**src/rtl/alu_ctrl_pkg.sv**
```systemverilog
// rtl/alu_ctrl_pkg.sv - shared encodings for the multicycle ALU control sequencer
package alu_ctrl_pkg;

   // ALU operation codes driven on alu_ctrl
   typedef enum logic [3:0] {
      ALU_NOP  = 4'b0000,
      ALU_AND  = 4'b0001,
      ALU_ADD  = 4'b0010,
      ALU_SUB  = 4'b0011,
      ALU_CMP  = 4'b0100,
      ALU_BEQ  = 4'b0101,
      ALU_SLL  = 4'b1100,
      ALU_SLR  = 4'b1101,
      ALU_SLLV = 4'b1110,
      ALU_SLRV = 4'b1111
   } alu_op_e;

   // Instruction opcodes (IR[31:26])
   localparam logic [5:0] OP_RTYPE = 6'h00;
   localparam logic [5:0] OP_BEQ   = 6'h04;
   localparam logic [5:0] OP_ADDI  = 6'h08;
   localparam logic [5:0] OP_ANDI  = 6'h0C;
   localparam logic [5:0] OP_CMP   = 6'h10;
   localparam logic [5:0] OP_LW    = 6'h23;
   localparam logic [5:0] OP_SW    = 6'h2B;
   localparam logic [5:0] OP_HALT  = 6'h3F;

   // R-type function codes (IR[5:0])
   localparam logic [5:0] FN_SLL  = 6'h00;
   localparam logic [5:0] FN_SLR  = 6'h02;
   localparam logic [5:0] FN_SLLV = 6'h04;
   localparam logic [5:0] FN_SLRV = 6'h06;
   localparam logic [5:0] FN_ADD  = 6'h20;
   localparam logic [5:0] FN_SUB  = 6'h22;
   localparam logic [5:0] FN_AND  = 6'h24;

   // Sequencer states; the numeric values are visible on state_q
   typedef enum logic [2:0] {
      S_FETCH  = 3'd0,
      S_DECODE = 3'd1,
      S_EXEC   = 3'd2,
      S_MEM    = 3'd3,
      S_WB     = 3'd4,
      S_HALT   = 3'd5,
      S_TRAP   = 3'd6
   } state_e;

   // Bit positions inside flags_q = {n,z,c,v}
   localparam int FLAG_N = 3;
   localparam int FLAG_Z = 2;
   localparam int FLAG_C = 1;
   localparam int FLAG_V = 0;

   // Opcodes the sequencer can execute (HALT is handled separately)
   function automatic logic opcode_known(input logic [5:0] op);
      logic known;
      case (op)
         OP_RTYPE, OP_BEQ, OP_ADDI, OP_ANDI,
         OP_CMP, OP_LW, OP_SW: known = 1'b1;
         default:              known = 1'b0;
      endcase
      return known;
   endfunction

endpackage

```
**src/rtl/alu_ctrl_fsm_if.sv**
```systemverilog
// rtl/alu_ctrl_fsm_if.sv - instruction, memory-handshake and ALU control/status bundle
interface alu_ctrl_fsm_if;

   // instruction register fields and memory handshake
   logic [5:0] opcode;
   logic [5:0] funct;
   logic       mem_ready;

   // ALU status
   logic       alu_zero;
   logic       alu_negative;
   logic       alu_carry;
   logic       alu_overflow;

   // ALU control and operand selects
   logic [3:0] alu_ctrl;
   logic       alu_src_a;
   logic [1:0] alu_src_b;

   // datapath strobes and selects
   logic       pc_write;
   logic       pc_src;
   logic       ir_write;
   logic       iord;
   logic       mem_read;
   logic       mem_write;
   logic       reg_write;
   logic       mem_to_reg;

   // sequencer side
   modport master (
      input  opcode, funct, mem_ready,
      input  alu_zero, alu_negative, alu_carry, alu_overflow,
      output alu_ctrl, alu_src_a, alu_src_b,
      output pc_write, pc_src, ir_write, iord,
      output mem_read, mem_write, reg_write, mem_to_reg
   );

   // datapath side
   modport slave (
      output opcode, funct, mem_ready,
      output alu_zero, alu_negative, alu_carry, alu_overflow,
      input  alu_ctrl, alu_src_a, alu_src_b,
      input  pc_write, pc_src, ir_write, iord,
      input  mem_read, mem_write, reg_write, mem_to_reg
   );

endinterface

```
**src/rtl/alu_func_decode.sv**
```systemverilog
// rtl/alu_func_decode.sv - R-type funct field to ALU operation decoder
module alu_func_decode
   import alu_ctrl_pkg::*;
(
   input  logic [5:0] funct,
   output alu_op_e    alu_ctrl,
   output logic       valid
);

   // map each supported funct to its ALU op; anything else is undefined
   always_comb begin
      alu_ctrl = ALU_NOP;
      valid    = 1'b1;
      case (funct)
         FN_AND:  alu_ctrl = ALU_AND;
         FN_ADD:  alu_ctrl = ALU_ADD;
         FN_SUB:  alu_ctrl = ALU_SUB;
         FN_SLL:  alu_ctrl = ALU_SLL;
         FN_SLR:  alu_ctrl = ALU_SLR;
         FN_SLLV: alu_ctrl = ALU_SLLV;
         FN_SLRV: alu_ctrl = ALU_SLRV;
         default: valid    = 1'b0;
      endcase
   end

endmodule

```
**src/rtl/alu_ctrl_fsm.sv**
```systemverilog
// rtl/alu_ctrl_fsm.sv - multicycle ALU control sequencer; ALU_CTRL_TIMEOUT_EN adds a mem_ready wait timeout
module alu_ctrl_fsm
   import alu_ctrl_pkg::*;
#(
   parameter int CNT_W          = 16,
   parameter int TIMEOUT_CYCLES = 16
)(
   input  logic             clk,
   input  logic             rst_n,
   alu_ctrl_fsm_if.master   bus,
   output logic [3:0]       flags_q,
   output logic [2:0]       state_q,
   output logic [CNT_W-1:0] retired_cnt,
   output logic             illegal,
   output logic             bus_err
);

   state_e     state_r;
   alu_op_e    fn_op;
   logic       fn_valid;
   alu_op_e    exec_op;
   logic [1:0] exec_src_b;
   logic [3:0] flags_exec;
   logic       is_rtype;
   logic       is_lw;
   logic       is_sw;
   logic       op_legal;

   assign state_q  = state_r;
   assign is_rtype = (bus.opcode == OP_RTYPE);
   assign is_lw    = (bus.opcode == OP_LW);
   assign is_sw    = (bus.opcode == OP_SW);
   assign op_legal = opcode_known(bus.opcode) && (!is_rtype || fn_valid);

   alu_func_decode u_func_decode (
      .funct    (bus.funct),
      .alu_ctrl (fn_op),
      .valid    (fn_valid)
   );

   // ALU op and operand-B select for the instruction in EXEC
   always_comb begin
      exec_op    = ALU_ADD;
      exec_src_b = 2'b00;
      case (bus.opcode)
         OP_RTYPE: exec_op = fn_op;
         OP_ADDI:  exec_src_b = 2'b10;
         OP_ANDI: begin
            exec_op    = ALU_AND;
            exec_src_b = 2'b10;
         end
         OP_LW, OP_SW: exec_src_b = 2'b10;
         OP_BEQ:   exec_op = ALU_BEQ;
         OP_CMP:   exec_op = ALU_CMP;
         default:  exec_op = ALU_ADD;
      endcase
   end

   // flag value to latch at the end of EXEC: n/z always follow the ALU, c/v depend on the op class
   always_comb begin
      flags_exec         = flags_q;
      flags_exec[FLAG_N] = bus.alu_negative;
      flags_exec[FLAG_Z] = bus.alu_zero;
      if (bus.opcode == OP_CMP) begin
         flags_exec[FLAG_C] = bus.alu_carry;
      end else if ((bus.opcode == OP_ADDI) ||
                   (is_rtype && ((fn_op == ALU_ADD) || (fn_op == ALU_SUB)))) begin
         flags_exec[FLAG_C] = bus.alu_carry;
         flags_exec[FLAG_V] = bus.alu_overflow;
      end else if ((bus.opcode == OP_ANDI) || is_rtype) begin
         flags_exec[FLAG_C] = 1'b0;
         flags_exec[FLAG_V] = 1'b0;
      end
   end

   // datapath strobes decoded from the current state; all quiet while in reset
   always_comb begin
      bus.alu_ctrl   = ALU_NOP;
      bus.alu_src_a  = 1'b0;
      bus.alu_src_b  = 2'b00;
      bus.pc_write   = 1'b0;
      bus.pc_src     = 1'b0;
      bus.ir_write   = 1'b0;
      bus.iord       = 1'b0;
      bus.mem_read   = 1'b0;
      bus.mem_write  = 1'b0;
      bus.reg_write  = 1'b0;
      bus.mem_to_reg = 1'b0;
      if (rst_n) begin
         case (state_r)
            S_FETCH: begin
               bus.mem_read  = 1'b1;
               bus.alu_src_b = 2'b01;
               bus.alu_ctrl  = ALU_ADD;
               bus.ir_write  = bus.mem_ready;
               bus.pc_write  = bus.mem_ready;
            end
            S_DECODE: begin
               bus.alu_src_b = 2'b11;
               bus.alu_ctrl  = ALU_ADD;
            end
            S_EXEC: begin
               bus.alu_src_a = 1'b1;
               bus.alu_src_b = exec_src_b;
               bus.alu_ctrl  = exec_op;
               if (bus.opcode == OP_BEQ) begin
                  bus.pc_src   = 1'b1;
                  bus.pc_write = bus.alu_zero;
               end
            end
            S_MEM: begin
               bus.iord      = 1'b1;
               bus.mem_read  = is_lw;
               bus.mem_write = is_sw;
            end
            S_WB: begin
               bus.reg_write  = 1'b1;
               bus.mem_to_reg = is_lw;
            end
            default: ;
         endcase
      end
   end

`ifdef ALU_CTRL_TIMEOUT_EN
   localparam int WAIT_W = $clog2(TIMEOUT_CYCLES + 1);
   logic [WAIT_W-1:0] wait_cnt;
`else
   logic unused_timeout_cfg;
   assign unused_timeout_cfg = (TIMEOUT_CYCLES > 0);
   assign bus_err = 1'b0;
`endif

   // sequencer state, flag register, retire counter and sticky error bits
   always_ff @(posedge clk) begin
      if (!rst_n) begin
         state_r     <= S_FETCH;
         flags_q     <= 4'b0000;
         retired_cnt <= '0;
         illegal     <= 1'b0;
`ifdef ALU_CTRL_TIMEOUT_EN
         bus_err     <= 1'b0;
         wait_cnt    <= '0;
`endif
      end else begin
         case (state_r)
            S_FETCH: begin
               if (bus.mem_ready) state_r <= S_DECODE;
            end
            S_DECODE: begin
               if (bus.opcode == OP_HALT) begin
                  state_r <= S_HALT;
               end else if (!op_legal) begin
                  state_r <= S_TRAP;
                  illegal <= 1'b1;
               end else begin
                  state_r <= S_EXEC;
               end
            end
            S_EXEC: begin
               if (bus.opcode != OP_BEQ) flags_q <= flags_exec;
               if (is_lw || is_sw) begin
                  state_r <= S_MEM;
               end else if ((bus.opcode == OP_BEQ) || (bus.opcode == OP_CMP)) begin
                  state_r     <= S_FETCH;
                  retired_cnt <= retired_cnt + CNT_W'(1);
               end else begin
                  state_r <= S_WB;
               end
            end
            S_MEM: begin
               if (bus.mem_ready) begin
                  if (is_lw) begin
                     state_r <= S_WB;
                  end else begin
                     state_r     <= S_FETCH;
                     retired_cnt <= retired_cnt + CNT_W'(1);
                  end
               end
            end
            S_WB: begin
               state_r     <= S_FETCH;
               retired_cnt <= retired_cnt + CNT_W'(1);
            end
            S_HALT:  state_r <= S_HALT;
            S_TRAP:  state_r <= S_TRAP;
            default: state_r <= S_TRAP;
         endcase
`ifdef ALU_CTRL_TIMEOUT_EN
         // consecutive mem_ready-low cycles while waiting on memory; expiry overrides the case above
         if (((state_r == S_FETCH) || (state_r == S_MEM)) && !bus.mem_ready) begin
            if (wait_cnt == WAIT_W'(TIMEOUT_CYCLES - 1)) begin
               wait_cnt <= '0;
               bus_err  <= 1'b1;
               state_r  <= S_TRAP;
            end else begin
               wait_cnt <= wait_cnt + WAIT_W'(1);
            end
         end else begin
            wait_cnt <= '0;
         end
`endif
      end
   end

endmodule

```
**src/flat_wrapper.sv**
```systemverilog
// flat-port wrapper written by rule: the top's interface ports become plain ports
module alu_ctrl_fsm_flat import alu_ctrl_pkg::*;
#(
   parameter int CNT_W          = 16,
   parameter int TIMEOUT_CYCLES = 16
)
  (clk, rst_n, flags_q, state_q, retired_cnt, illegal, bus_err, bus_opcode, bus_funct, bus_mem_ready, bus_alu_zero, bus_alu_negative, bus_alu_carry, bus_alu_overflow, bus_alu_ctrl, bus_alu_src_a, bus_alu_src_b, bus_pc_write, bus_pc_src, bus_ir_write, bus_iord, bus_mem_read, bus_mem_write, bus_reg_write, bus_mem_to_reg);
  alu_ctrl_fsm_if bus_i ();
  input  logic clk;
  input  logic rst_n;
  output logic [3:0] flags_q;
  output logic [2:0] state_q;
  output logic [CNT_W-1:0] retired_cnt;
  output logic illegal;
  output logic bus_err;
  input wire logic [$bits(bus_i.opcode)-1:0] bus_opcode;
  input wire logic [$bits(bus_i.funct)-1:0] bus_funct;
  input wire logic [$bits(bus_i.mem_ready)-1:0] bus_mem_ready;
  input wire logic [$bits(bus_i.alu_zero)-1:0] bus_alu_zero;
  input wire logic [$bits(bus_i.alu_negative)-1:0] bus_alu_negative;
  input wire logic [$bits(bus_i.alu_carry)-1:0] bus_alu_carry;
  input wire logic [$bits(bus_i.alu_overflow)-1:0] bus_alu_overflow;
  output wire logic [$bits(bus_i.alu_ctrl)-1:0] bus_alu_ctrl;
  output wire logic [$bits(bus_i.alu_src_a)-1:0] bus_alu_src_a;
  output wire logic [$bits(bus_i.alu_src_b)-1:0] bus_alu_src_b;
  output wire logic [$bits(bus_i.pc_write)-1:0] bus_pc_write;
  output wire logic [$bits(bus_i.pc_src)-1:0] bus_pc_src;
  output wire logic [$bits(bus_i.ir_write)-1:0] bus_ir_write;
  output wire logic [$bits(bus_i.iord)-1:0] bus_iord;
  output wire logic [$bits(bus_i.mem_read)-1:0] bus_mem_read;
  output wire logic [$bits(bus_i.mem_write)-1:0] bus_mem_write;
  output wire logic [$bits(bus_i.reg_write)-1:0] bus_reg_write;
  output wire logic [$bits(bus_i.mem_to_reg)-1:0] bus_mem_to_reg;
  assign bus_i.opcode = bus_opcode;
  assign bus_i.funct = bus_funct;
  assign bus_i.mem_ready = bus_mem_ready;
  assign bus_i.alu_zero = bus_alu_zero;
  assign bus_i.alu_negative = bus_alu_negative;
  assign bus_i.alu_carry = bus_alu_carry;
  assign bus_i.alu_overflow = bus_alu_overflow;
  assign bus_alu_ctrl = bus_i.alu_ctrl;
  assign bus_alu_src_a = bus_i.alu_src_a;
  assign bus_alu_src_b = bus_i.alu_src_b;
  assign bus_pc_write = bus_i.pc_write;
  assign bus_pc_src = bus_i.pc_src;
  assign bus_ir_write = bus_i.ir_write;
  assign bus_iord = bus_i.iord;
  assign bus_mem_read = bus_i.mem_read;
  assign bus_mem_write = bus_i.mem_write;
  assign bus_reg_write = bus_i.reg_write;
  assign bus_mem_to_reg = bus_i.mem_to_reg;
  alu_ctrl_fsm #(.CNT_W(CNT_W), .TIMEOUT_CYCLES(TIMEOUT_CYCLES)) u_core (.clk(clk), .rst_n(rst_n), .bus(bus_i), .flags_q(flags_q), .state_q(state_q), .retired_cnt(retired_cnt), .illegal(illegal), .bus_err(bus_err));
endmodule
```
**config.mk**
```make
export PLATFORM = sky130hd
export DESIGN_NAME = alu_ctrl_fsm_flat
export DESIGN_NICKNAME = d
export VERILOG_FILES = /design/src/rtl/alu_ctrl_pkg.sv /design/src/rtl/alu_ctrl_fsm_if.sv /design/src/rtl/alu_func_decode.sv /design/src/rtl/alu_ctrl_fsm.sv /design/src/flat_wrapper.sv
export SDC_FILE = /design/constraint.sdc
export NUM_CORES = 1
export LEC_CHECK = 0
export ABC_AREA = 1
export BUFFER_PORTS_ARGS = -buffer_cell sky130_fd_sc_hd__buf_2
export CAP_MARGIN = 10
export CORE_ASPECT_RATIO = 0.75
export CORE_MARGIN = 3
export CORE_UTILIZATION = 50
export CTS_CLUSTER_DIAMETER = 200
export DETAILED_ROUTE_END_ITERATION = 8
export GPL_ROUTABILITY_DRIVEN = 0
export GPL_TIMING_DRIVEN = 0
export PLACE_DENSITY = 0.81
export SETUP_SLACK_MARGIN = 0.5
export SLEW_MARGIN = 10
export SYNTH_ARGS = -nofsm -noshare
export SYNTH_HDL_FRONTEND = slang
export SYNTH_SLANG_ARGS = --single-unit
```
**constraint.sdc**
```tcl
create_clock -name clk -period 3.3 [get_ports clk]
set_input_delay 0.66 -clock clk [delete_from_list [all_inputs] [get_ports clk]]
set_output_delay 0.66 -clock clk [all_outputs]
set_load 0.005 [all_outputs]
```
==> impl_results.md <==
* Syn nets at about 330
* Layout Nets at 387
* P_leak at 1.044 nW
* Yosys top cell area share at 25.36%
* Core Area at 0.003468 mm2
* Post-synth top cells: nand2_1, nor2_1, nand3_1, inv_1, dfxtp_1
* Ys async rst share at 0%
* Pre-Repair DR Iteration Count at 6
* Count of cell types in the netlist at 28
* Post-synthesis sequential area ratio at approximately a quarter
* DRC at 0
* Design Power at 1.063 mW
* GRT Resource Usage Total at 22.24%
* Bufs on Longest Clock Path at 2
* Multi-input logic area at 0.001227 mm2
* Min-delay worst type: reg -> reg
* Yosys reg bits at 24
* Post-CTS setup repair buffer count at 0
* Outcome: finished, final reports clean
* Max VDD drop at 0.3022 mV
* Num CTS Buffers at 3
* # IOs at 59
* Initial Util at 54.62%
* Max-slew violation count at 0
* Sequential power share at 35.8%
* Critical path arrival at about 1900 ps
* Post-CTS Hold Buffers at 0
* Fillers at about 340
* Post-route ant nets at 0
* Slowest-stage cell, CP: nor2_1
* Full die area at 0.004571 mm2
* EDFF count, synth at 0
* Clock skew at 2.708 ps
* Port bufs at 56
* Vias in the first global route at roughly 1,800
* Worst slew pin tran at 702.2 ps
* DR WL/cell at 12.35 um
* Yosys top cell by area: dfxtp_1
* Pwr dens at 463.8 mW/mm2
* # setup viols final at 0
* Layout cells sized above 1 at 29.78%
* Post-Place Cells at 412
* GR Overflow Total at 0
* Final hold slack at about 500 ps
* Via-per-instance ratio at 5.344
* Die Ht at roughly 59 um
* Final core occ at between 60% and 70%
* WP data required at 2640 ps
* Fmax at 395.4 MHz
* Worst-Skew Late Latency at 270 ps
* Post-route minimum period at around 2500 ps
* Mean Syn Cell Area at between 6 and 7 um2
* CTS clk-pin slew, worst paths at 80 ps
* Startpoint types: input port
* Initial antenna violation count at 0
* Synth Cell Area at 0.001894 mm2
* Synth top area cells: dfxtp_1, nand2_1, nor2_1
* Synth warn at 0
* Pin count of the biggest net entering global routing at 14
* Slew Limit Headroom at 53.19%
* Vias at 2,223
* FP Rows at 18
* Cells after Synth at 306
* Area Growth Syn to Fin at 21.00%
* WL met2 at around 2200 um
* Clk sinks at 24
* Final non-filler cell total at 416
* Hpwl dp at roughly 4000 um
* CTS tree: done
* First-pass GRT wire length at 8238 um
* CP Capture Type: output port
* Max H-tree Level at 1
* TNS Setup at 0 ps
* Die Span X at slightly below 80 um
* Synth Flop Type: dfxtp_1
* Final WL at 5136 um
* Sw frac at 42.31%
* Clock power frac at 18.7%
* CP Cell Sequence: buf_2, nor2_2, nand3_1, nor2_1, o21ai_0, nand2_1, nand2_1, o21ai_0, buf_2
* Top sig layer: met4
* Register area at 480.5 um2
* Most frequent cell after synthesis: nand2_1
* M1 WL at approximately 2400 um
* DR iter-0 viols at approximately 160
* Worst Path Max Fanout at 6
* Final Hold Viols at 0
* # diodes at 0
* Critical path class: in -> out
* Internal power at 0.6133 mW
* Psw at ~0.45 mW
* Period utilization at 76.64%
* Slowest stage delay, CP at 250 ps
* Post-CTS Resized at 0
* Clock Root Buffer: clkbuf_8
* Gate power share at between 40% and 50%
* Max-Cap Viols at 0
* Met3 WL at 467 um
* RSZ-0062 raised after global routing: false
per-layer routing:
metal	vias to the layer above	track usage, %
li1	1115	-
met1	992	33.05
met2	112	33.37
met3	4	4.559
met4	0	4.569
met5	-	0
critical path: cells and delay by family:
family / cells / cell delay [ps]
buffers and inverters: 2 / 250
and+or+nand+nor: 5 / 770
AOI/OAI and AO/OA: 2 / 190
cell families (layout without fill, tap and decap cells):
logic type | Yosys count | in the layout | share of synthesized area (%)
AOI/OAI and AO/OA | 43 | 43 | 13.61
xor gates and xnor gates | 8 | 8 | 3.699
adders and majority gates | 1 | 1 | 0.6604
buffers and inverters | 42 | 102 | 9.842
DFF | 24 | 24 | 25.36
other | 1 | 1 | 0.1980
and+or+nand+nor | 187 | 187 | 46.63
placed cells by master (no fill, tap or decap), types with 3 or more instances in the layout:
| master | Yosys | routed |
|---|---|---|
| nand2_1 | 63 | 63 |
| inv_1 | 27 | 27 |
| a21oi_1 | 16 | 16 |
| xor2_1 | 5 | 5 |
| nor2_2 | 4 | 4 |
| buf_4 | 3 | 3 |
| nor3_1 | 4 | 4 |
| nand2_2 | 14 | 14 |
| nand3_2 | 4 | 4 |
| xnor2_1 | 3 | 3 |
| o21ai_0 | 15 | 15 |
| nor2_1 | 49 | 49 |
| nand3_1 | 34 | 34 |
| dfxtp_1 | 24 | 24 |
| nor2_4 | 4 | 4 |
| inv_2 | 6 | 6 |
| clkbuf_1 | 3 | 3 |
| nand4_1 | 7 | 7 |
| a21oi_2 | 10 | 10 |
| buf_2 | 0 | 56 |
| clkbuf_8 | 0 | 4 |
power by group through the flow:
stage	sequential (mW)	combinational (mW)	clock, mW
2_1_floorplan	0.379	0.328	0
3_3_place_gp	0.385	0.473	0
3_5_place_dp	0.387	0.479	0
4_1_cts	0.380	0.482	0.203
5_1_grt	0.387	0.537	0.215
6_report	0.381	0.483	0.199
per-stage QoR:
stage	setup WS [ps]	instance area (um2)
after CTS	787.3	2292
final	770.7	2292
after detailed placement	789.1	2237
after floorplan	1087	1894
after global placement	789.4	2237
after global routing	589.3	2292
worst paths after layout:
kind | start | endpoint | slack [ps] | cells after the start
hold reg to reg | u_core.illegal$_SDFFE_PN0P_ | u_core.illegal$_SDFFE_PN0P_ | 490 | 2
setup / recovery | bus_opcode[0] | bus_alu_ctrl[1] | 770 | 9
setup reg to reg | u_core.retired_cnt[0]$_SDFFE_PN0P_ | u_core.retired_cnt[8]$_SDFFE_PN0P_ | 1600 | 7
hold / removal | u_core.illegal$_SDFFE_PN0P_ | u_core.illegal$_SDFFE_PN0P_ | 490 | 2
registers in the layout, summed over array words and instances (netlist names):
register and flops:
u_core.retired_cnt 16, u_core.flags_q 4, u_core.state_q 3, u_core.illegal 1
cell type report:
cell class	instances	share of cell area, %
sequential	24	20.96
buffer	8	2.456
inverter	34	5.677
multi-input combinational	240	53.55
clock buffer	4	2.402
tap	50	2.729
timing repair buffer	56	12.23
No activity file was read; power rests on OpenSTA's default activity.
